$ cat src/rtl/io_pkg.sv
// Shared types, width helpers and reset values for the multi-channel I/O controller.
package io_pkg;

  function automatic int unsigned ch_width(input int unsigned nch);
    return (nch <= 1) ? 1 : $clog2(nch);
  endfunction

  function automatic int unsigned cnt_width(input int unsigned depth);
    return $clog2(depth) + 1;
  endfunction

  typedef struct packed {
    logic fgi;
    logic fgo;
    logic ovr;
  } io_flags_t;

  localparam logic IEN_RST   = 1'b0;
  localparam logic OVR_RST   = 1'b0;
  localparam logic VALID_RST = 1'b0;
  localparam io_flags_t FLAGS_RST = '{fgi: 1'b0, fgo: 1'b1, ovr: 1'b0};

endpackage

$ cat src/rtl/io_sync_fifo.sv
// First-word fall-through synchronous FIFO; push and pop together are allowed when full.
module io_sync_fifo
  import io_pkg::*;
#(
  parameter int unsigned DATA_W = 8,
  parameter int unsigned DEPTH  = 4
) (
  input  logic              clk,
  input  logic              rst,
  input  logic              push,
  input  logic              pop,
  input  logic [DATA_W-1:0] din,
  output logic [DATA_W-1:0] dout,
  output logic              empty,
  output logic              full
);

  localparam int unsigned PW = $clog2(DEPTH);
  localparam int unsigned CW = cnt_width(DEPTH);

  logic [DATA_W-1:0] mem [DEPTH];
  logic [PW-1:0]     wr_ptr_q, rd_ptr_q;
  logic [CW-1:0]     count_q;
  logic              do_push, do_pop;

  assign empty   = (count_q == '0);
  assign full    = (count_q == CW'(DEPTH));
  assign do_pop  = pop & ~empty;
  // A pop frees the slot the push needs, so a full FIFO still accepts on a pop cycle.
  assign do_push = push & (~full | do_pop);
  assign dout    = empty ? '0 : mem[rd_ptr_q];

  always_ff @(posedge clk) begin
    if (do_push) mem[wr_ptr_q] <= din;
  end

  always_ff @(posedge clk) begin
    if (!rst) begin
      wr_ptr_q <= '0;
      rd_ptr_q <= '0;
      count_q  <= '0;
    end else begin
      if (do_push) wr_ptr_q <= wr_ptr_q + 1'b1;
      if (do_pop)  rd_ptr_q <= rd_ptr_q + 1'b1;
      case ({do_push, do_pop})
        2'b10:   count_q <= count_q + 1'b1;
        2'b01:   count_q <= count_q - 1'b1;
        default: count_q <= count_q;
      endcase
    end
  end

endmodule

$ cat src/rtl/io_channel_ctrl.sv
// NCH-channel I/O controller with FGI/FGO/overrun flags and interrupt request.
// Define IO_PRIORITY_RR_EN for round-robin interrupt priority; fixed priority otherwise.
module io_channel_ctrl
  import io_pkg::*;
#(
  parameter int unsigned DATA_W     = 8,
  parameter int unsigned NCH        = 2,
  parameter int unsigned FIFO_DEPTH = 4,
  parameter int unsigned CH_W       = ch_width(NCH)
) (
  input  logic                  clk,
  input  logic                  rst,
  input  logic [NCH*DATA_W-1:0] dev_in_data,
  input  logic [NCH-1:0]        dev_in_stb,
  output logic [NCH*DATA_W-1:0] dev_out_data,
  output logic [NCH-1:0]        dev_out_valid,
  input  logic [NCH-1:0]        dev_out_ready,
  input  logic [CH_W-1:0]       ch_sel,
  input  logic                  inp_rd,
  output logic [DATA_W-1:0]     inp_data,
  input  logic                  out_wr,
  input  logic [DATA_W-1:0]     out_data,
  input  logic                  ovr_clr,
  input  logic                  ien_set,
  input  logic                  ien_clr,
  input  logic                  irq_ack,
  output logic [NCH-1:0]        fgi,
  output logic [NCH-1:0]        fgo,
  output logic [NCH-1:0]        ovr,
  output logic                  ien,
  output logic                  irq,
  output logic [CH_W-1:0]       irq_ch
);

  logic [NCH-1:0]    sel, empty, full, pending;
  logic [DATA_W-1:0] fifo_dout [NCH];
  io_flags_t [NCH-1:0] flags;
  logic              ien_q;

  for (genvar c = 0; c < NCH; c++) begin : g_ch
    logic              pop, push, ovr_evt;
    logic              ovr_q, valid_q;
    logic [DATA_W-1:0] out_q;

    // Out-of-range ch_sel matches no channel, so every CPU write is dropped.
    assign sel[c]  = (ch_sel == CH_W'(c));
    assign pop     = inp_rd & sel[c];
    assign push    = dev_in_stb[c] & (~full[c] | pop);
    assign ovr_evt = dev_in_stb[c] & full[c] & ~pop;

    io_sync_fifo #(
      .DATA_W(DATA_W),
      .DEPTH (FIFO_DEPTH)
    ) u_fifo (
      .clk  (clk),
      .rst  (rst),
      .push (push),
      .pop  (pop),
      .din  (dev_in_data[c*DATA_W +: DATA_W]),
      .dout (fifo_dout[c]),
      .empty(empty[c]),
      .full (full[c])
    );

    always_ff @(posedge clk) begin
      if (!rst) begin
        ovr_q   <= OVR_RST;
        valid_q <= VALID_RST;
        out_q   <= '0;
      end else begin
        ovr_q <= (ovr_q & ~(ovr_clr & sel[c])) | ovr_evt;
        if (out_wr && sel[c] && !valid_q) begin
          out_q   <= out_data;
          valid_q <= 1'b1;
        end else if (valid_q && dev_out_ready[c]) begin
          valid_q <= 1'b0;
        end
      end
    end

    assign flags[c] = '{fgi: ~empty[c], fgo: ~valid_q, ovr: ovr_q};
    assign fgi[c]   = flags[c].fgi;
    assign fgo[c]   = flags[c].fgo;
    assign ovr[c]   = flags[c].ovr;
    assign pending[c] = flags[c].fgi | flags[c].fgo;
    assign dev_out_valid[c] = valid_q;
    assign dev_out_data[c*DATA_W +: DATA_W] = out_q;
  end

  always_comb begin
    inp_data = '0;
    for (int c = 0; c < NCH; c++) begin
      if (sel[c]) inp_data = fifo_dout[c];
    end
  end

  always_ff @(posedge clk) begin
    if (!rst) begin
      ien_q <= IEN_RST;
    end else if (ien_clr || irq_ack) begin
      ien_q <= 1'b0;
    end else if (ien_set) begin
      ien_q <= 1'b1;
    end
  end

  assign ien = ien_q;
  assign irq = ien_q & (|pending);

`ifdef IO_PRIORITY_RR_EN
  logic [CH_W-1:0] rr_q;

  // Scan from the farthest slot back to the pointer so the nearest pending channel wins.
  always_comb begin
    int unsigned idx;
    idx    = 0;
    irq_ch = '0;
    for (int k = NCH - 1; k >= 0; k--) begin
      idx = (int'(rr_q) + k) % NCH;
      if (pending[idx]) irq_ch = CH_W'(idx);
    end
  end

  always_ff @(posedge clk) begin
    if (!rst) begin
      rr_q <= '0;
    end else if (irq_ack) begin
      rr_q <= (irq_ch == CH_W'(NCH - 1)) ? '0 : irq_ch + 1'b1;
    end
  end
`else
  always_comb begin
    irq_ch = '0;
    for (int k = NCH - 1; k >= 0; k--) begin
      if (pending[k]) irq_ch = CH_W'(k);
    end
  end
`endif

endmodule

$ cat config.mk
export PLATFORM = sky130hd
export DESIGN_NAME = io_channel_ctrl
export DESIGN_NICKNAME = d
export VERILOG_FILES = /design/src/rtl/io_pkg.sv /design/src/rtl/io_sync_fifo.sv /design/src/rtl/io_channel_ctrl.sv
export SDC_FILE = /design/constraint.sdc
export NUM_CORES = 1
export LEC_CHECK = 0
export ABC_AREA = 0
export CORE_ASPECT_RATIO = 0.7
export CORE_MARGIN = 3
export CORE_UTILIZATION = 59
export CTS_BUF_LIST = sky130_fd_sc_hd__clkbuf_4 sky130_fd_sc_hd__clkbuf_8 sky130_fd_sc_hd__clkbuf_16
export CTS_CLUSTER_SIZE = 16
export DETAILED_ROUTE_END_ITERATION = 6
export DONT_BUFFER_PORTS = 1
export GPL_TIMING_DRIVEN = 1
export MAX_ROUTING_LAYER = met4
export PLACE_DENSITY = 0.77
export SETUP_SLACK_MARGIN = 0.05
export SLEW_MARGIN = 15
export SYNTH_ARGS = -nofsm -noshare
export SYNTH_HDL_FRONTEND = slang
export SYNTH_SLANG_ARGS = --single-unit
$ cat constraint.sdc
create_clock -name clk -period 2.8 [get_ports clk]
set_input_delay 0.7 -clock clk [delete_from_list [all_inputs] [get_ports clk]]
set_output_delay 0.7 -clock clk [all_outputs]
set_load 0.005 [all_outputs]
==> flow_summary_export.csv, run 1 <==
group,metric,value,unit
outcome,outcome,"completed",
routing,dr_total_vias,2215,
routing,wl_per_cell,18.6,um
synthesis,syn_nets,338,
power_and_ir_drop,p_per_area,693,mW/mm^2
clocking,clk_path_buf_depth,2,
die,ioPinCount,72,
die,coreArea,0.00655,mm^2
timing,clock_skew,0.00732,ns
routing,ant_nets,0,
layout,instances_no_fill,386,
power_and_ir_drop,cellLeakagePower,1.60,nW
timing,layout_min_cycle_time,2.53,ns
critical_path,cp-end-kind,"primary output",
layout,post-route-util,67.9,%
clocking,root_buffer,"clkbuf_8",
die,start_util,63.8,%
die,die_y,76.4,um
layout,synthToLayoutAreaGrowth,6.35,%
power_and_ir_drop,total_power,3.08,mW
timing,fin_crit_sh,90.3,%
global_routing,antenna_found_initial,0,
synthesis,synth_area_leaders,"edfxtp_1 46%, dfxtp_1 19%, mux4_2 8.6%, mux2i_1 5.0%, ha_1 3.0%",
global_routing,track_usage,19.3,%
run,maxCapViolCount,0,
critical_path,endpoint,"inp_data[7]",
layout,drive_above_1_share,14.2,%
placed_design,gp_congestion,0.806,
critical_path,r2r_setup_slack,0.68,ns
placed_design,io_buffers,0,
clocking,cts_hold_buf,0,
clocking,cts_setup_buffers,0,
timing,slew_violations,0,
timing,hold_viol_final,0,
critical_path,crit_path_start_kind,"flip-flop",
power_and_ir_drop,ir_drop,381,uV
global_routing,grt_pass1_vias,2235,
timing,tightestPinTransition,0.595,ns
routing,vias_per_cell,5.74,
synthesis,syn-mean-instance-area,14.5,um^2
worst_hold_path,hold_class,"primary input to flip-flop",
die,die-width,107,um
timing,fin_ws,0.270,ns
routing,drc,0,
clocking,cts_inserted_buffers,9,
global_routing,grt_start_max_net_pins,31,
timing,max_freq,395,MHz
routing,firstDrtPassIters,4,
synthesis,synth-main-ff-cell,"edfxtp_1",
die,dieArea,0.00815,mm^2
synthesis,yosysWarnings,0,
synthesis,syn_area,0.00418,mm^2
clocking,cts-resized-gates,0,
timing,setup_tns,0,ns
placed_design,pre_cts_ws,0.395,ns
clocking,clkTransAtPathRegs,0.10,ns
layout,design_area,0.00444,mm^2
critical_path,r2r-start,"g_ch[0].u_fifo.count_q[0]$_SDFFE_PN0P_",
clocking,cts_tree,"yes",
synthesis,yosysSeqAreaShare,64.7,%
synthesis,yosysUniqueCellTypes,39,
critical_path,r2r_cells,9,
critical_path,cp.arrival,1.83,ns
timing,max_slew_margin,60.2,%
critical_path,r2r_end,"g_ch[0].u_fifo.count_q[2]$_SDFFE_PN0P_",
layout,fill_cells,474,
synthesis,synth_cells,289,
layout,n_antenna_cell,0,
critical_path,critPathKind,"flip-flop to primary output",
synthesis,yosys.area.top_type,"edfxtp_1",
clocking,cts_max_level,3,
routing,wirelength,7.19,mm
clocking,cts_sinks,103,
synthesis,yosysTopAreaCellShare,46.0,%
global_routing,grt_pass1_wl,11.8,mm
routing,drt_iter0_drc,126,
critical_path,cp.required,2.10,ns
placed_design,dp_hpwl,5.25,mm
layout,num-nets-final,339,
placed_design,dp_cells,370,
critical_path,critPathMaxFanout,8,
layout,layout_common_cells,"64 x edfxtp_1, 39 x dfxtp_1, 31 x nor2_1",
layout,final_common_cell,"edfxtp_1",
synthesis,ys_ff_latch,103,
global_routing,grt_overflow_total,0,
clocking,insertion_delay,0.36,ns
synthesis,async_flop_share,0,%
timing,whs,0.402,ns
synthesis,synth-edff-count,64,
timing,rsz0062_at_grt,"no",
placed_design,dpl_cell_area,0.00426,mm^2
timing,setup_viol,0,
die,rows,24,
power breakdown:
group	internal, mW	switching, mW	leakage (nW)
logic	0.195	0.238	0.605
clock network	0.360	0.503	0.0939
registers	1.71	0.0704	0.906
total	2.27	0.811	1.60
cells by family (layout without fill, tap and decap cells):
kind of cell / count (synthesis) / after routing / share of synthesized area (%)
buffers and inverters: 38 / 44 / 4.07
adders and majority gates: 12 / 12 / 3.95
muxes: 37 / 37 / 13.7
xor gates and xnor gates: 5 / 5 / 1.05
DFF: 103 / 103 / 64.7
and+or+nand+nor: 64 / 64 / 7.55
AOI/OAI and AO/OA: 30 / 30 / 5.06
state kept, by name (all words and copies together), names as in the netlist, named ones only:
name,flops
g_ch.u_fifo.count_q,6
g_ch.ovr_q,2
g_ch.out_q,16
g_ch.u_fifo.rd_ptr_q,4
g_ch.valid_q,2
ien,1
g_ch.u_fifo.wr_ptr_q,4
g_ch.u_fifo.mem,64
worst min-delay path by stage:
stage	start	endpoint	slack [ns]	cells past startpoint
floorplan	g_ch[1].u_fifo.rd_ptr_q[1]$_SDFFE_PN0P_	flip-flop	0.45	2
global placement	g_ch[1].u_fifo.rd_ptr_q[1]$_SDFFE_PN0P_	g_ch[1].u_fifo.rd_ptr_q[1]$_SDFFE_PN0P_	0.46	2
detailed placement	g_ch[1].u_fifo.rd_ptr_q[1]$_SDFFE_PN0P_	g_ch[1].u_fifo.rd_ptr_q[1]$_SDFFE_PN0P_	0.49	2
CTS	irq_ack	ien$_SDFFE_PP0P_	0.39	1
global route	irq_ack	ien$_SDFFE_PP0P_	0.38	1
finish	irq_ack	ien$_SDFFE_PP0P_	0.40	1
per-layer routing:
metal | GRT usage, % | vias to the layer above | part of all wire, %
met1 | 26.1 | 1107 | 43
met5 | - | - | 0
met4 | 5.36 | 0 | 1.2
met2 | 28.4 | 62 | 49
met3 | 6.44 | 9 | 7.4
li1 | - | 1037 | -
worst max-delay path: stages (launching register included):
cell and delay (ns):
dfxtp_1 0.67, mux4_2 0.60, a22o_1 0.21
final cells by class:
class | instances | area [um^2] | area share [%]
flip-flops and latches | 103 | 2700 | 60.8
multi-input cells | 148 | 1310 | 29.5
clock buffers | 10 | 138 | 3.10
well taps | 91 | 114 | 2.56
inverters | 22 | 82.6 | 1.86
clock inverters | 6 | 51.3 | 1.15
repair buffers | 6 | 45.0 | 1.01
cell usage after synthesis (2+ instances only):
cell / n
mux2i_1: 21
and2_1: 8
nor2_1: 31
mux4_2: 16
ha_1: 10
a21oi_1: 10
or3_1: 3
o21ai_0: 4
a22o_1: 8
nand2b_1: 2
fa_1: 2
edfxtp_1: 64
inv_1: 22
buf_1: 2
buf_2: 4
nand2_1: 11
clkbuf_1: 5
dfxtp_1: 39
xor2_1: 4
buf_4: 4
No activity file was read; power rests on OpenSTA's default activity.
==> run 2, diff against run 1 <==
Settings changed: CELL_PAD_IN_SITES_DETAIL_PLACEMENT set to 1, CELL_PAD_IN_SITES_GLOBAL_PLACEMENT set to 2, CORE_UTILIZATION 59 to 43, PLACE_DENSITY 0.77 to 0.79.
==> run 2 against run 1 <==
Combinational power fell by 4%. Clock-buffer cell count rose by 2. Flip-flop and latch count did not move. Worst hold slack improved by 0.039 ns. Critical endpoint is now inp_data[2]. Critical path type unchanged. Via count fell by 1.3%. Clock power rose by 31%. First-iteration DRC count rose by 29%. Power rose by 8.7%. Setup slack got worse by 0.017 ns. Largest power group unchanged.
==> flow_summary_export.csv, run 2 (synthesis gave the netlist of run 1 again) <==
group,metric,value,unit
outcome,outcome,"completed",
clocking,root_buffer,"clkbuf_16",
timing,setup_tns,0,ns
worst_hold_path,min_from,"irq_ack",
timing,rsz0062_at_grt,"no",
critical_path,path_cells,"mux4_2 -> a22o_1",
clocking,cts_sinks,103,
timing,setup_viol,0,
layout,top_register,"g_ch.u_fifo.mem",
die,ioPinCount,72,
clocking,cts_setup_buffers,0,
clocking,clk_path_buf_depth,2,
layout,drive_above_1_share,13.0,%
die,die_y,88.5,um
placed_design,gp_congestion,0.727,
clocking,cts_inserted_buffers,9,
global_routing,grt_start_max_net_pins,23,
routing,firstDrtPassIters,4,
worst_hold_path,min_delay_path_depth,1,
routing,vias_per_cell,5.26,
timing,whs,0.441,ns
routing,drc,0,
routing,drt_iter0_drc,162,
placed_design,dp_hpwl,6.18,mm
routing,ant_nets,0,
timing,layout_min_cycle_time,2.55,ns
layout,top_regs,"g_ch.u_fifo.mem: 64 flops, g_ch.out_q: 16 flops, g_ch.u_fifo.count_q: 6 flops",
die,rows,29,
layout,synthToLayoutAreaGrowth,8.89,%
global_routing,antenna_found_initial,0,
critical_path,crit_path_start_kind,"flip-flop",
critical_path,cp.arrival,1.85,ns
clocking,insertion_delay,0.33,ns
timing,max_freq,393,MHz
clocking,clkTransAtPathRegs,0.06,ns
routing,wl_per_cell,19.6,um
global_routing,grt_pass1_wl,12.8,mm
layout,largest_reg_flops,64,
critical_path,r2r-start,"g_ch[0].u_fifo.count_q[0]$_SDFFE_PN0P_",
timing,fin_crit_sh,91.0,%
power_and_ir_drop,cellLeakagePower,1.64,nW
timing,clock_skew,0.00656,ns
clocking,cts_max_level,3,
global_routing,grt_pass1_vias,2296,
critical_path,critPathMaxFanout,8,
critical_path,r2r_end,"g_ch[0].u_fifo.count_q[2]$_SDFFE_PN0P_",
die,die-width,124,um
worst_hold_path,hold_class,"primary input to flip-flop",
routing,wirelength,8.17,mm
global_routing,grt_overflow_total,0,
die,coreArea,0.00925,mm^2
critical_path,cp-end-kind,"primary output",
critical_path,r2r_setup_slack,0.65,ns
critical_path,cp.required,2.10,ns
clocking,cts_tree,"yes",
die,start_util,45.2,%
layout,n_antenna_cell,0,
critical_path,critPathTopFamily,"flip-flops",
clocking,cts_hold_buf,0,
timing,hold_viol_final,0,
timing,max_slew_margin,59.3,%
run,maxCapViolCount,0,
routing,dr_total_vias,2187,
critical_path,critPathKind,"flip-flop to primary output",
critical_path,max_stage_delay,0.65,ns
die,dieArea,0.0110,mm^2
placed_design,io_buffers,0,
power_and_ir_drop,p_per_area,736,mW/mm^2
timing,tightestPinTransition,0.609,ns
critical_path,r2r_cells,9,
critical_path,worst-path-buf-inv,0,
layout,layout_common_cells,"64 x edfxtp_1, 39 x dfxtp_1, 31 x nor2_1",
worst_hold_path,holdPathEnd,"ien$_SDFFE_PP0P_",
layout,num-nets-final,336,
timing,slew_violations,0,
global_routing,track_usage,16.5,%
power_and_ir_drop,total_power,3.35,mW
clocking,cts-resized-gates,0,
critical_path,cp_slowest_cell,"dfxtp_1",
power_and_ir_drop,ir_drop,337,uV
layout,final_common_cell,"edfxtp_1",
==> run 2: layout make-up <==
| class | count | area (um^2) |
|---|---|---|
| Fill cell | 933 | 4700 |
| Sequential cell | 103 | 2700 |
| Multi-Input combinational cell | 148 | 1310 |
| Clock buffer | 12 | 254 |
| Tap cell | 124 | 155 |
| Inverter | 22 | 82.6 |
| Clock inverter | 4 | 22.5 |
| Timing Repair Buffer | 3 | 22.5 |
==> run 2: layer usage <==
metal / part of all wire [%] / vias up / global-route usage [%]
li1: - / 1036 / -
met1: 45 / 1109 / 21.1
met2: 48 / 38 / 25.5
met3: 6.1 / 4 / 5.37
met4: 0.69 / 0 / 4.52
met5: 0 / - / -
==> run 2: per-stage QoR <==
stage          setup slack (ns)  instance area (um^2)  util (%)  std cells
3_5_place_dp              0.368                  4270      46.2        400
3_3_place_gp              0.454                  4270      46.2        400
6_report                  0.253                  4550      49.2        416
2_1_floorplan             0.357                  4180         -        289
4_1_cts                   0.208                  4550      49.2        416
5_1_grt                   0.126                  4550      49.2        416
==> run 2: worst max-delay path by stage <==
stage	startpoint	cells after the start	endpoint	slack, ns
final	flip-flop	2	inp_data[2]	0.25
after global routing	flip-flop	2	inp_data[6]	0.13
after CTS	flip-flop	2	inp_data[2]	0.21
after detailed placement	ch_sel	9	g_ch[0].u_fifo.count_q[2]$_SDFFE_PN0P_	0.37
after global placement	ch_sel	9	g_ch[0].u_fifo.count_q[2]$_SDFFE_PN0P_	0.45
after floorplan	ch_sel	10	g_ch[0].u_fifo.count_q[2]$_SDFFE_PN0P_	0.36
==> run 2: power breakdown <==
part | internal [mW] | switching [mW]
sequential | 1.72 | 0.0825
combinational | 0.182 | 0.235
clock | 0.642 | 0.492
==> run 2: worst reg2reg max path: cells and delay by family, from the launching register on <==
family	cells	cell delay, ns
AO/OA/AOI/OAI	2	0.35
flip-flops	1	0.36
buffers and inverters	2	0.16
adder cells (fa/ha/maj)	2	0.55
AND/OR/NAND/NOR	2	0.49
XOR/XNOR	1	0.16
